## src/rtl/decode_execute_register.sv

```systemverilog
// Decode/execute pipeline register with load-use bubble insertion,
// branch squash of decode, memory-stall freeze and saturating event counters.
module decode_execute_register #(
  parameter int unsigned CONTROL_WIDTH = 16,
  parameter int unsigned COUNTER_WIDTH = 16
) (
  input  logic                     clock,
  input  logic                     reset,
  input  logic                     idValid,
  input  logic [CONTROL_WIDTH-1:0] idControl,
  input  logic [4:0]               idRs,
  input  logic [4:0]               idRt,
  input  logic                     idUsesRs,
  input  logic                     idUsesRt,
  input  logic [4:0]               idWriteAddr,
  input  logic                     idIsLoad,
  input  logic                     exTaken,
  input  logic                     memStall,
  output logic                     exValid,
  output logic [CONTROL_WIDTH-1:0] exControl,
  output logic [4:0]               exRs,
  output logic [4:0]               exRt,
  output logic [4:0]               exWriteAddr,
  output logic                     exIsLoad,
  output logic                     stallFetch,
  output logic                     flushDecode,
  output logic [COUNTER_WIDTH-1:0] loadUseCount,
  output logic [COUNTER_WIDTH-1:0] flushCount
);

  localparam int unsigned REG_W = 5;
  localparam logic [COUNTER_WIDTH-1:0] CNT_MAX = {COUNTER_WIDTH{1'b1}};

  logic                     valid_q,   valid_d;
  logic [CONTROL_WIDTH-1:0] control_q, control_d;
  logic [REG_W-1:0]         rs_q,      rs_d;
  logic [REG_W-1:0]         rt_q,      rt_d;
  logic [REG_W-1:0]         waddr_q,   waddr_d;
  logic                     is_load_q, is_load_d;
  logic [COUNTER_WIDTH-1:0] lu_cnt_q,  lu_cnt_d;
  logic [COUNTER_WIDTH-1:0] fl_cnt_q,  fl_cnt_d;
  logic                     hazard;
  logic                     rs_match;
  logic                     rt_match;

  // Load-use hazard: decode reads the (non-zero) register a load in execute is producing
  always_comb begin
    rs_match = idUsesRs && (idRs == waddr_q);
    rt_match = idUsesRt && (idRt == waddr_q);
    hazard   = valid_q && is_load_q && (waddr_q != REG_W'(0)) && idValid
               && (rs_match || rt_match);
  end

  // Priority action select: stall > taken-branch flush > load-use bubble > capture
  always_comb begin
    valid_d     = valid_q;
    control_d   = control_q;
    rs_d        = rs_q;
    rt_d        = rt_q;
    waddr_d     = waddr_q;
    is_load_d   = is_load_q;
    lu_cnt_d    = lu_cnt_q;
    fl_cnt_d    = fl_cnt_q;
    stallFetch  = 1'b0;
    flushDecode = 1'b0;

    if (memStall) begin
      stallFetch = 1'b1;
    end else if (exTaken || hazard) begin
      valid_d   = 1'b0;
      control_d = '0;
      rs_d      = '0;
      rt_d      = '0;
      waddr_d   = '0;
      is_load_d = 1'b0;
      if (exTaken) begin
        flushDecode = 1'b1;
        fl_cnt_d    = (fl_cnt_q == CNT_MAX) ? fl_cnt_q : fl_cnt_q + COUNTER_WIDTH'(1);
      end else begin
        stallFetch  = 1'b1;
        lu_cnt_d    = (lu_cnt_q == CNT_MAX) ? lu_cnt_q : lu_cnt_q + COUNTER_WIDTH'(1);
      end
    end else begin
      // An invalid slot keeps its fields but carries no control, so it never acts
      valid_d   = idValid;
      control_d = idValid ? idControl : '0;
      rs_d      = idRs;
      rt_d      = idRt;
      waddr_d   = idWriteAddr;
      is_load_d = idIsLoad;
    end
  end

  // Execute-stage state register with synchronous reset to an empty bubble
  always_ff @(posedge clock) begin
    if (reset) begin
      valid_q   <= 1'b0;
      control_q <= '0;
      rs_q      <= '0;
      rt_q      <= '0;
      waddr_q   <= '0;
      is_load_q <= 1'b0;
      lu_cnt_q  <= '0;
      fl_cnt_q  <= '0;
    end else begin
      valid_q   <= valid_d;
      control_q <= control_d;
      rs_q      <= rs_d;
      rt_q      <= rt_d;
      waddr_q   <= waddr_d;
      is_load_q <= is_load_d;
      lu_cnt_q  <= lu_cnt_d;
      fl_cnt_q  <= fl_cnt_d;
    end
  end

  assign exValid      = valid_q;
  assign exControl    = control_q;
  assign exRs         = rs_q;
  assign exRt         = rt_q;
  assign exWriteAddr  = waddr_q;
  assign exIsLoad     = is_load_q;
  assign loadUseCount = lu_cnt_q;
  assign flushCount   = fl_cnt_q;

endmodule

```

## config.mk

```make
export PLATFORM = sky130hd
export DESIGN_NAME = decode_execute_register
export DESIGN_NICKNAME = d
export VERILOG_FILES = /design/src/rtl/decode_execute_register.sv
export SDC_FILE = /design/constraint.sdc
export NUM_CORES = 1
export LEC_CHECK = 0
export ABC_AREA = 1
export CAP_MARGIN = 25
export CORE_UTILIZATION = 42
export CTS_CLUSTER_SIZE = 25
export DETAILED_ROUTE_END_ITERATION = 10
export HOLD_SLACK_MARGIN = 0.06
export PLACE_DENSITY = 0.74
export SYNTH_ARGS = -nofsm -noshare
export SYNTH_HDL_FRONTEND = slang
export SYNTH_SLANG_ARGS = --single-unit
```

## constraint.sdc

```tcl
create_clock -name clock -period 1.5 [get_ports clock]
set_input_delay 0.225 -clock clock [delete_from_list [all_inputs] [get_ports clock]]
set_output_delay 0.225 -clock clock [all_outputs]
set_load 0.005 [all_outputs]
```

Word-level counts from Yosys, hierarchy flattened --
Cells that the tools add are included.
Word-level totals: register bits 65, bits of input ports 39, output and inout bits 67, word-level logic and storage cells 42
Cells by class: $add $sub $neg 2, equality and inequality tests 4, mux-type cells 13, bitwise logic cells 4, reduce and logical (&&, ||, !) cells 11
Operator list (count):
- adder 16 x 1 -> 16 bit (second input constant) | 2
- equality test 16 bit (second input constant) | 2
- two-way mux 16 bit | 2
- two-way mux 5 bit | 3
- equality test 5 bit | 2
- two-way mux 1 bit | 8
- AND reduction 4 bit | 2
- logical AND 1 bit | 6
- nonzero test 5 bit | 1
- NOT 1 bit | 4
- logical OR 1 bit | 2

Depth between registers and ports, before layout --
Gate-level depths: netlist of run 1.
depth in word-level cells 7, gate-level depth with buffers 12, gate-level depth less buffers 12

Worst setup path before layout of run 1 --
Ideal clock, no wire load.
path type register to register, start reg fl_cnt_q[0], in the netlist flushCount[0], end reg fl_cnt_q[3], in the netlist flushCount[3], library setup time 0.140 ns, arrival time 1.508 ns, data required time 1.360 ns, slack -0.149 ns, stages on the path, launching flop included 12, buffers on the path 1, period minus slack after synthesis 1.649 ns, cell sequence dfxtp_1 ha_1 nand2_1 nor2_2 nand2_1 nor2_4 nand3_2 nand2_4 inv_2 buf_6 nand2_1 a21oi_2
On the way: longest elaborated chain between the ends 3, elaborated cells between the ends (all ways) 4, classes of those cells add/sub (1); eq/ne (1); bitwise (1); reduce/logical (1)
Ends and longest elaborated chain:
- start: declaration | RTL line 41 | logic [COUNTER_WIDTH-1:0] fl_cnt_q, fl_cnt_d;
- start signal: assignment | RTL line 113 | fl_cnt_q <= fl_cnt_d;
- branches (longest 3 deep; another with adder 16 x 1 -> 16 bit)
Parallel ways; which one is timed is not known. A chain may end at the register's enable or synchronous reset.

Worst setup path in the final report of run 1 --
start reg waddr_q[0], in the netlist exWriteAddr[0], end reg lu_cnt_q[7], in the netlist loadUseCount[7]
On the way: longest elaborated chain between the ends 6, elaborated cells between the ends (all ways) 11, classes of those cells eq/ne (2); reduce/logical (9)
Ends and longest elaborated chain:
- start: declaration | RTL line 38 | logic [REG_W-1:0] waddr_q, waddr_d;
- start signal: assignment | RTL line 110 | waddr_q <= waddr_d;
- equality test 5 bit (tied with other cells) | RTL line 48 | rs_match = idUsesRs && (idRs == waddr_q);
- logical AND 1 bit, on equally long branches | RTL line 48, 49, 50
- logical OR 1 bit / logical AND 1 bit (equally long branches) | RTL line 51, 50
- logical AND 1 bit (*) | RTL line 51 | && (rs_match || rt_match);
- logical OR 1 bit (*) | RTL line 69 | end else if (exTaken || hazard) begin
- AND reduction 4 bit (no source line) (*)
- end signal: assignment | RTL line 112 | lu_cnt_q <= lu_cnt_d;
- end: declaration | RTL line 40 | logic [COUNTER_WIDTH-1:0] lu_cnt_q, lu_cnt_d;
Every way passes the cells marked *; elsewhere a longest branch is shown, timed or not.

==> results of run 1 <==
layer usage:
metal	up-vias	part of all wire (%)	track usage (%)
met4	0	2.0	8.33
met2	119	53	46.4
met3	26	4.1	5.61
li1	1936	-	-
met1	1860	41	29.5
met5	-	0	0
critical path: stages, from the launching register on:
cell	delay [ps]
dfxtp_4	390
inv_2	40
nand2_2	50
nand2_2	50
nor2_1	90
nand3_1	90
nand2_2	130
nand3_2	100
buf_4	160
nor2_4	100
buf_6	110
buf_12	110
nand2_2	50
a21oi_2	140
final timing paths:
| path | end | slack [ps] | cells past startpoint |
|---|---|---|---|
| max | loadUseCount[7]$_SDFFE_PP0P_ | -170 | 13 |
| min | exRt[2]$_SDFFE_PP0N_ | 230 | 3 |
| max reg2reg | loadUseCount[7]$_SDFFE_PP0P_ | -170 | 13 |
| min reg2reg | exRt[1]$_SDFFE_PP0N_ | 460 | 2 |
placed cells by master, fill, tap and decap left out, drive strengths merged, types with 2 or more instances in the layout:
cell type	netlist	final
xnor2	5	5
ha	2	2
dlygate4sd2	0	32
nand2	150	150
clkdlybuf4s50	0	65
o21ai	6	6
inv	43	43
clkinv	0	2
nand4	22	22
dlymetal6s2s	0	5
dfxtp	65	65
nor3	8	8
clkbuf	13	12
buf	9	84
a21oi	62	62
xor2	16	16
nor2	45	45
nand3b	2	2
nand3	37	37
power groups by stage:
| stage | Clock, mW | Combinational, mW | Sequential (mW) |
|---|---|---|---|
| floorplan | 0 | 0.167 | 1.82 |
| global placement | 0 | 0.416 | 1.82 |
| detailed placement | 0 | 0.422 | 1.82 |
| CTS | 1.26 | 0.418 | 1.78 |
| global route | 1.36 | 0.500 | 1.77 |
| finish | 1.24 | 0.461 | 1.77 |
area by class of cell:
type	instances	area share (%)
timing repair inverter	1	0.200
clock inverter	1	0.0888
sequential	65	24.1
clock buffer	12	2.58
inverter	43	3.09
tap	102	2.26
timing repair buffer	186	30.6
multi-input combinational	357	37.0
per-stage QoR:
step                utilization (%)  hold slack (ps)
floorplan                         -              385
global placement               64.3              443
detailed placement             64.3              456
CTS                            68.9              306
global route                   72.9              230
finish                         72.9              232
flip-flops by register name, indices dropped and copies added (netlist names):
register      count
flushCount       16
loadUseCount     16
exWriteAddr       5
exValid           1
exIsLoad          1
exRs              5
exRt              5
exControl        16
repair_timing:
action | 4_1_cts | 5_1_grt
gates cloned | 3 | 1
setup buffers | 9 | 8
gates resized for setup | 90 | 79
endpoints found under the setup margin | 91 | 73
pin swaps | 8 | 28
cell families (layout without fill, tap and decap cells):
group / Yosys count / count (layout) / share of synthesized area, %
compound gates: 68 / 68 / 11.8
xor+xnor: 21 / 21 / 5.47
fa+ha+maj: 2 / 2 / 0.744
buf+inv: 65 / 243 / 8.41
flops: 65 / 65 / 38.7
simple gates: 266 / 266 / 34.9
==> metrics.md, run 1 <==
| Metric | Value |
|---|---|
| CTS tree | built |
| Flop pwr share | 51.0% |
| Crit path from | exWriteAddr[0]$_SDFFE_PP0N_ |
| Maximum vdd drop | 0.507 mV |
| Max-slew headroom | 73.4% |
| Setup TNS | -2630 ps |
| Final period util | 111% |
| Final Hold Vio Count | 0 |
| Fin. max-slew vios | 0 |
| Die width | 91.5 um |
| Hold Path Origin | idRt[2] |
| Mapped Cells | 487 |
| Post-synthesis sequential area ratio | 38.7% |
| Register area | 1360 sq um |
| Logic pwr share | 13.3% |
| Hold-fix buffers, CTS | 0 |
| GRT Overall Usage | 25.6% |
| Multi-input logic area | 2090 sq um |
| Vias/cell | 5.14 |
| Total power | 3.47 mW |
| Vias in the first global route | 3795 |
| Starting DRT DRC Count | 193 |
| Clock transition at path regs | 70 ps |
| Main synth FF type | dfxtp_1 |
| Post-DRT Antenna Nets | 0 |
| Yosys top cell area share | 38.7% |
| Die area | 8370 sq um |
| Initial antenna violation count | 0 |
| Pre-CTS WS | -571 ps |
| Worst setup EP type | flip-flop |
| Max-Cap Viols | 0 |
| GP Congestion | 0.885 |
| Synth Area per Inst | 6.90 sq um |
| Clock power frac | 35.7% |
| DRC viols | 0 |
| Root buf cell | clkbuf_8 |
| Htree depth | 3 |
| Clock Sinks | 65 |
| Fraction of layout cells with a size suffix above 1 | 33.8% |
| Clk Latency, worst-skew pair | 340 ps |
| Global-route wire length before repair | 17200 um |
| PnR worst setup slack | -169 ps |
| Final Cell Area | 5640 sq um |
| Sw frac | 25.1% |
| RSZ-0062 raised after global routing | true |
| Row count | 32 |
| Post-synth top cells | nand2_1 (147), dfxtp_1 (65), a21oi_1 (47) |
| Largest net degree at the start of global routing | 31 |
| Slew @ Worst Pin | 396 ps |
| Minimum clock period | 1670 ps |
| Top-count cell post-synth | nand2_1 |
| Mean routed wirelength per cell | 14.3 um |
| Syn-to-layout area delta | 67.6% |
| Synth warn | 0 |
| Failing checks | setup timing |
| R2R Path Start | exWriteAddr[0]$_SDFFE_PP0N_ |
| Post-synth EDFFs | 0 |
| Fillers | 593 |
| Area leader, netlist | dfxtp_1 |
| Clk_skew | 6.89 ps |
| Clock Tree Buf Depth | 2 |
| DRT Pass-1 Iters | 5 |
| Core Area | 7730 sq um |
| Synth unique cells | 28 |
| Final setup viols | 42 |
| Finished Layout Cells | 767 |
| WP data arrival | 1940 ps |
| Mapped Nets | 528 |
| Highest Clock Rate | 599 MHz |
| Hold crit path type | in2reg |
| Synth area leaders | dfxtp_1 (39%), nand2_1 (16%), a21oi_1 (7.0%), nand3_1 (5.2%), nor2_1 (4.5%) |
| CTS Buf Count | 9 |
| Total leakage power | 2.41 nW |
| Type of the worst setup path | reg2reg |
| WP data required | 1770 ps |
| Post-Route WL | 11000 um |
| Syn Std Cell Area | 3360 sq um |
| Type of origin of the critical path | flip-flop |
| NumNets Final | 704 |
| DP Wirelength | 7300 um |
| Switching pwr | 870 uW |
| Crit Path Max Fanout | 7 |
| Total grt overflow | 0 |
| Pwr Density | 616 nW/um^2 |
| DP Cell Count | 734 |
| Post-synth ARST share | 0% |
| Pint | 2.60 mW |
| Initial Util | 43.5% |
| Die Y-Extent | 91.5 um |
| Num ports | 106 |
| DR vias | 3941 |
| #FFs+latches synth | 65 |
| Placed cell area | 4970 sq um |
| Number of port buffers | 105 |
| Outcome | complete, but fails checks |
| Number of diodes | 0 |
No activity file was read; power rests on OpenSTA's default activity.
==> inputs of run 2 (changes only) <==
GPL_ROUTABILITY_DRIVEN = 0   (was unset)
SETUP_SLACK_MARGIN = 0.1   (was unset)
SLEW_MARGIN = 20   (was unset)
==> run 2 against run 1 <==
  * The flow still finishes with violations (setup timing)
  * Global-route usage is 1.3 points higher
  * Sequential cell count stayed put
  * Count of clock-buffer cells in the layout is 1 higher
  * Combinational power is 4% lower
  * Via count is 0.20% lower
  * Register-to-register slack hardly changed
  * Routed wire length is 1.9% higher
  * Largest power group unchanged
==> metrics.md, run 2 (same netlist as run 1, synthesis figures left out) <==
| Metric | Value |
|---|---|
| Placed cell area | 4930 sq um |
| Switching pwr | 931 uW |
| Initial Util | 43.5% |
| Total leakage power | 2.55 nW |
| Clock transition at path regs | 70 ps |
| Final period util | 114% |
| Num ports | 106 |
| CTS Buf Count | 9 |
| CTS tree | built |
| Hold Slack | 205 ps |
| Vias in the first global route | 3767 |
| Slew @ Worst Pin | 575 ps |
| Clk_skew | 5.11 ps |
| GRT Overall Usage | 26.9% |
| Pre-CTS WS | -582 ps |
| Root buf cell | clkbuf_8 |
| Post-DRT Antenna Nets | 0 |
| Starting DRT DRC Count | 206 |
| Type of the worst setup path | reg2out |
| Global-route wire length before repair | 17900 um |
| Minimum clock period | 1700 ps |
| DP Wirelength | 7180 um |
| Max-Cap Viols | 0 |
| Die area | 8370 sq um |
| Commonest non-fill, non-tap cell in the layout | nand2_1 |
| PnR worst setup slack | -204 ps |
| DRT Pass-1 Iters | 8 |
| Fraction of layout cells with a size suffix above 1 | 34.0% |
| Htree depth | 3 |
| Core Area | 7730 sq um |
| Flop pwr share | 47.6% |
| Pwr Density | 658 nW/um^2 |
| Final Hold Vio Count | 0 |
| Row count | 32 |
| Pint | 2.76 mW |
| Outcome | complete, but fails checks |
| WP data required | 1270 ps |
| Clock Sinks | 65 |
| Clock power frac | 40.3% |
| RSZ-0062 raised after global routing | true |
| Worst setup EP type | output port |
| Syn-to-layout area delta | 67.2% |
| Logic pwr share | 12.0% |
| Setup TNS | -6440 ps |
| Hold crit path type | in2reg |
| Clock Tree Buf Depth | 2 |
| Final Cell Area | 5620 sq um |
| Number of port buffers | 105 |
| Crit Path Max Fanout | 6 |
| Max-slew headroom | 61.6% |
| DR vias | 3933 |
| Sw frac | 25.2% |
| Largest net degree at the start of global routing | 46 |
| Maximum vdd drop | 0.553 mV |
| NumNets Final | 701 |
| Vias/cell | 5.13 |
| WP data arrival | 1480 ps |
| Total grt overflow | 0 |
| Failing checks | setup timing |
| Initial antenna violation count | 0 |
| Fin. max-slew vios | 0 |
| Post-Route WL | 11200 um |
| Die width | 91.5 um |
| Die Y-Extent | 91.5 um |
| Mean routed wirelength per cell | 14.6 um |
| Clk Latency, worst-skew pair | 340 ps |
| Most frequent cells in the layout | nand2_1 (119), dlygate4sd2_1 (69), buf_4 (67) |
| DRC viols | 0 |
| Final setup viols | 51 |
| Highest Clock Rate | 587 MHz |
| Type of origin of the critical path | flip-flop |
| Number of diodes | 0 |
-- run 2: final timing paths --
check                                   start  slack, ps  depth (start not counted)                       endpoint
setup / recovery  exWriteAddr[4]$_SDFFE_PP0N_       -200                          9                     stallFetch
hold / removal                        idRt[2]        200                          3           exRt[2]$_SDFFE_PP0N_
setup reg to reg  exWriteAddr[4]$_SDFFE_PP0N_       -180                         13  loadUseCount[11]$_SDFFE_PP0P_
hold reg to reg     exControl[9]$_SDFFE_PP0N_        460                          2      exControl[9]$_SDFFE_PP0N_
-- run 2: worst max-delay path, stage by stage, from the launching register on --
cell and delay, ps:
dfxtp_4 380, inv_2 40, nand2_1 50, nand2_1 60, nor2_1 120, nand3_1 100, nand2_2 120, nand3_2 90
nand2_1 80, buf_2 110
-- run 2: metal layers --
metal | global-route usage (%) | part of all wire, %
met1 | 31.9 | 41
met2 | 48.3 | 52
met3 | 4.36 | 4.8
met4 | 9.52 | 2.0
met5 | 0 | 0
-- run 2: repair_timing --
action,CTS,global route
hold buffers,0,0
cloned,4,0
buffers inserted,18,2
endpoints found under the setup margin,129,72
pin swaps,32,9
resized for setup,170,37
-- run 2: metrics by stage --
stage / cells / power, mW / util (%)
after floorplan: 487 / 1.99 / -
after global placement: 727 / 2.23 / 63.8
after detailed placement: 727 / 2.24 / 63.8
after CTS: 765 / 3.68 / 70.9
after global routing: 767 / 3.82 / 72.7
final: 767 / 3.70 / 72.7
-- run 2: power by group through the flow --
stage          registers [mW]  logic (mW)  clock network (mW)
5_1_grt                  1.76       0.480                1.57
3_3_place_gp             1.81       0.414                   0
3_5_place_dp             1.82       0.421                   0
4_1_cts                  1.76       0.422                1.49
2_1_floorplan            1.82       0.167                   0
6_report                 1.76       0.444                1.49
-- run 2: cell type report --
cell class | instances | area [sq um]
fillers | 621 | 2110
multi-input cells | 357 | 2060
repair buffers | 183 | 1680
flip-flops and latches | 65 | 1390
inverters | 43 | 174
clock buffers | 13 | 149
well taps | 102 | 128
clock inverters | 3 | 40.0
repair inverters | 1 | 8.76
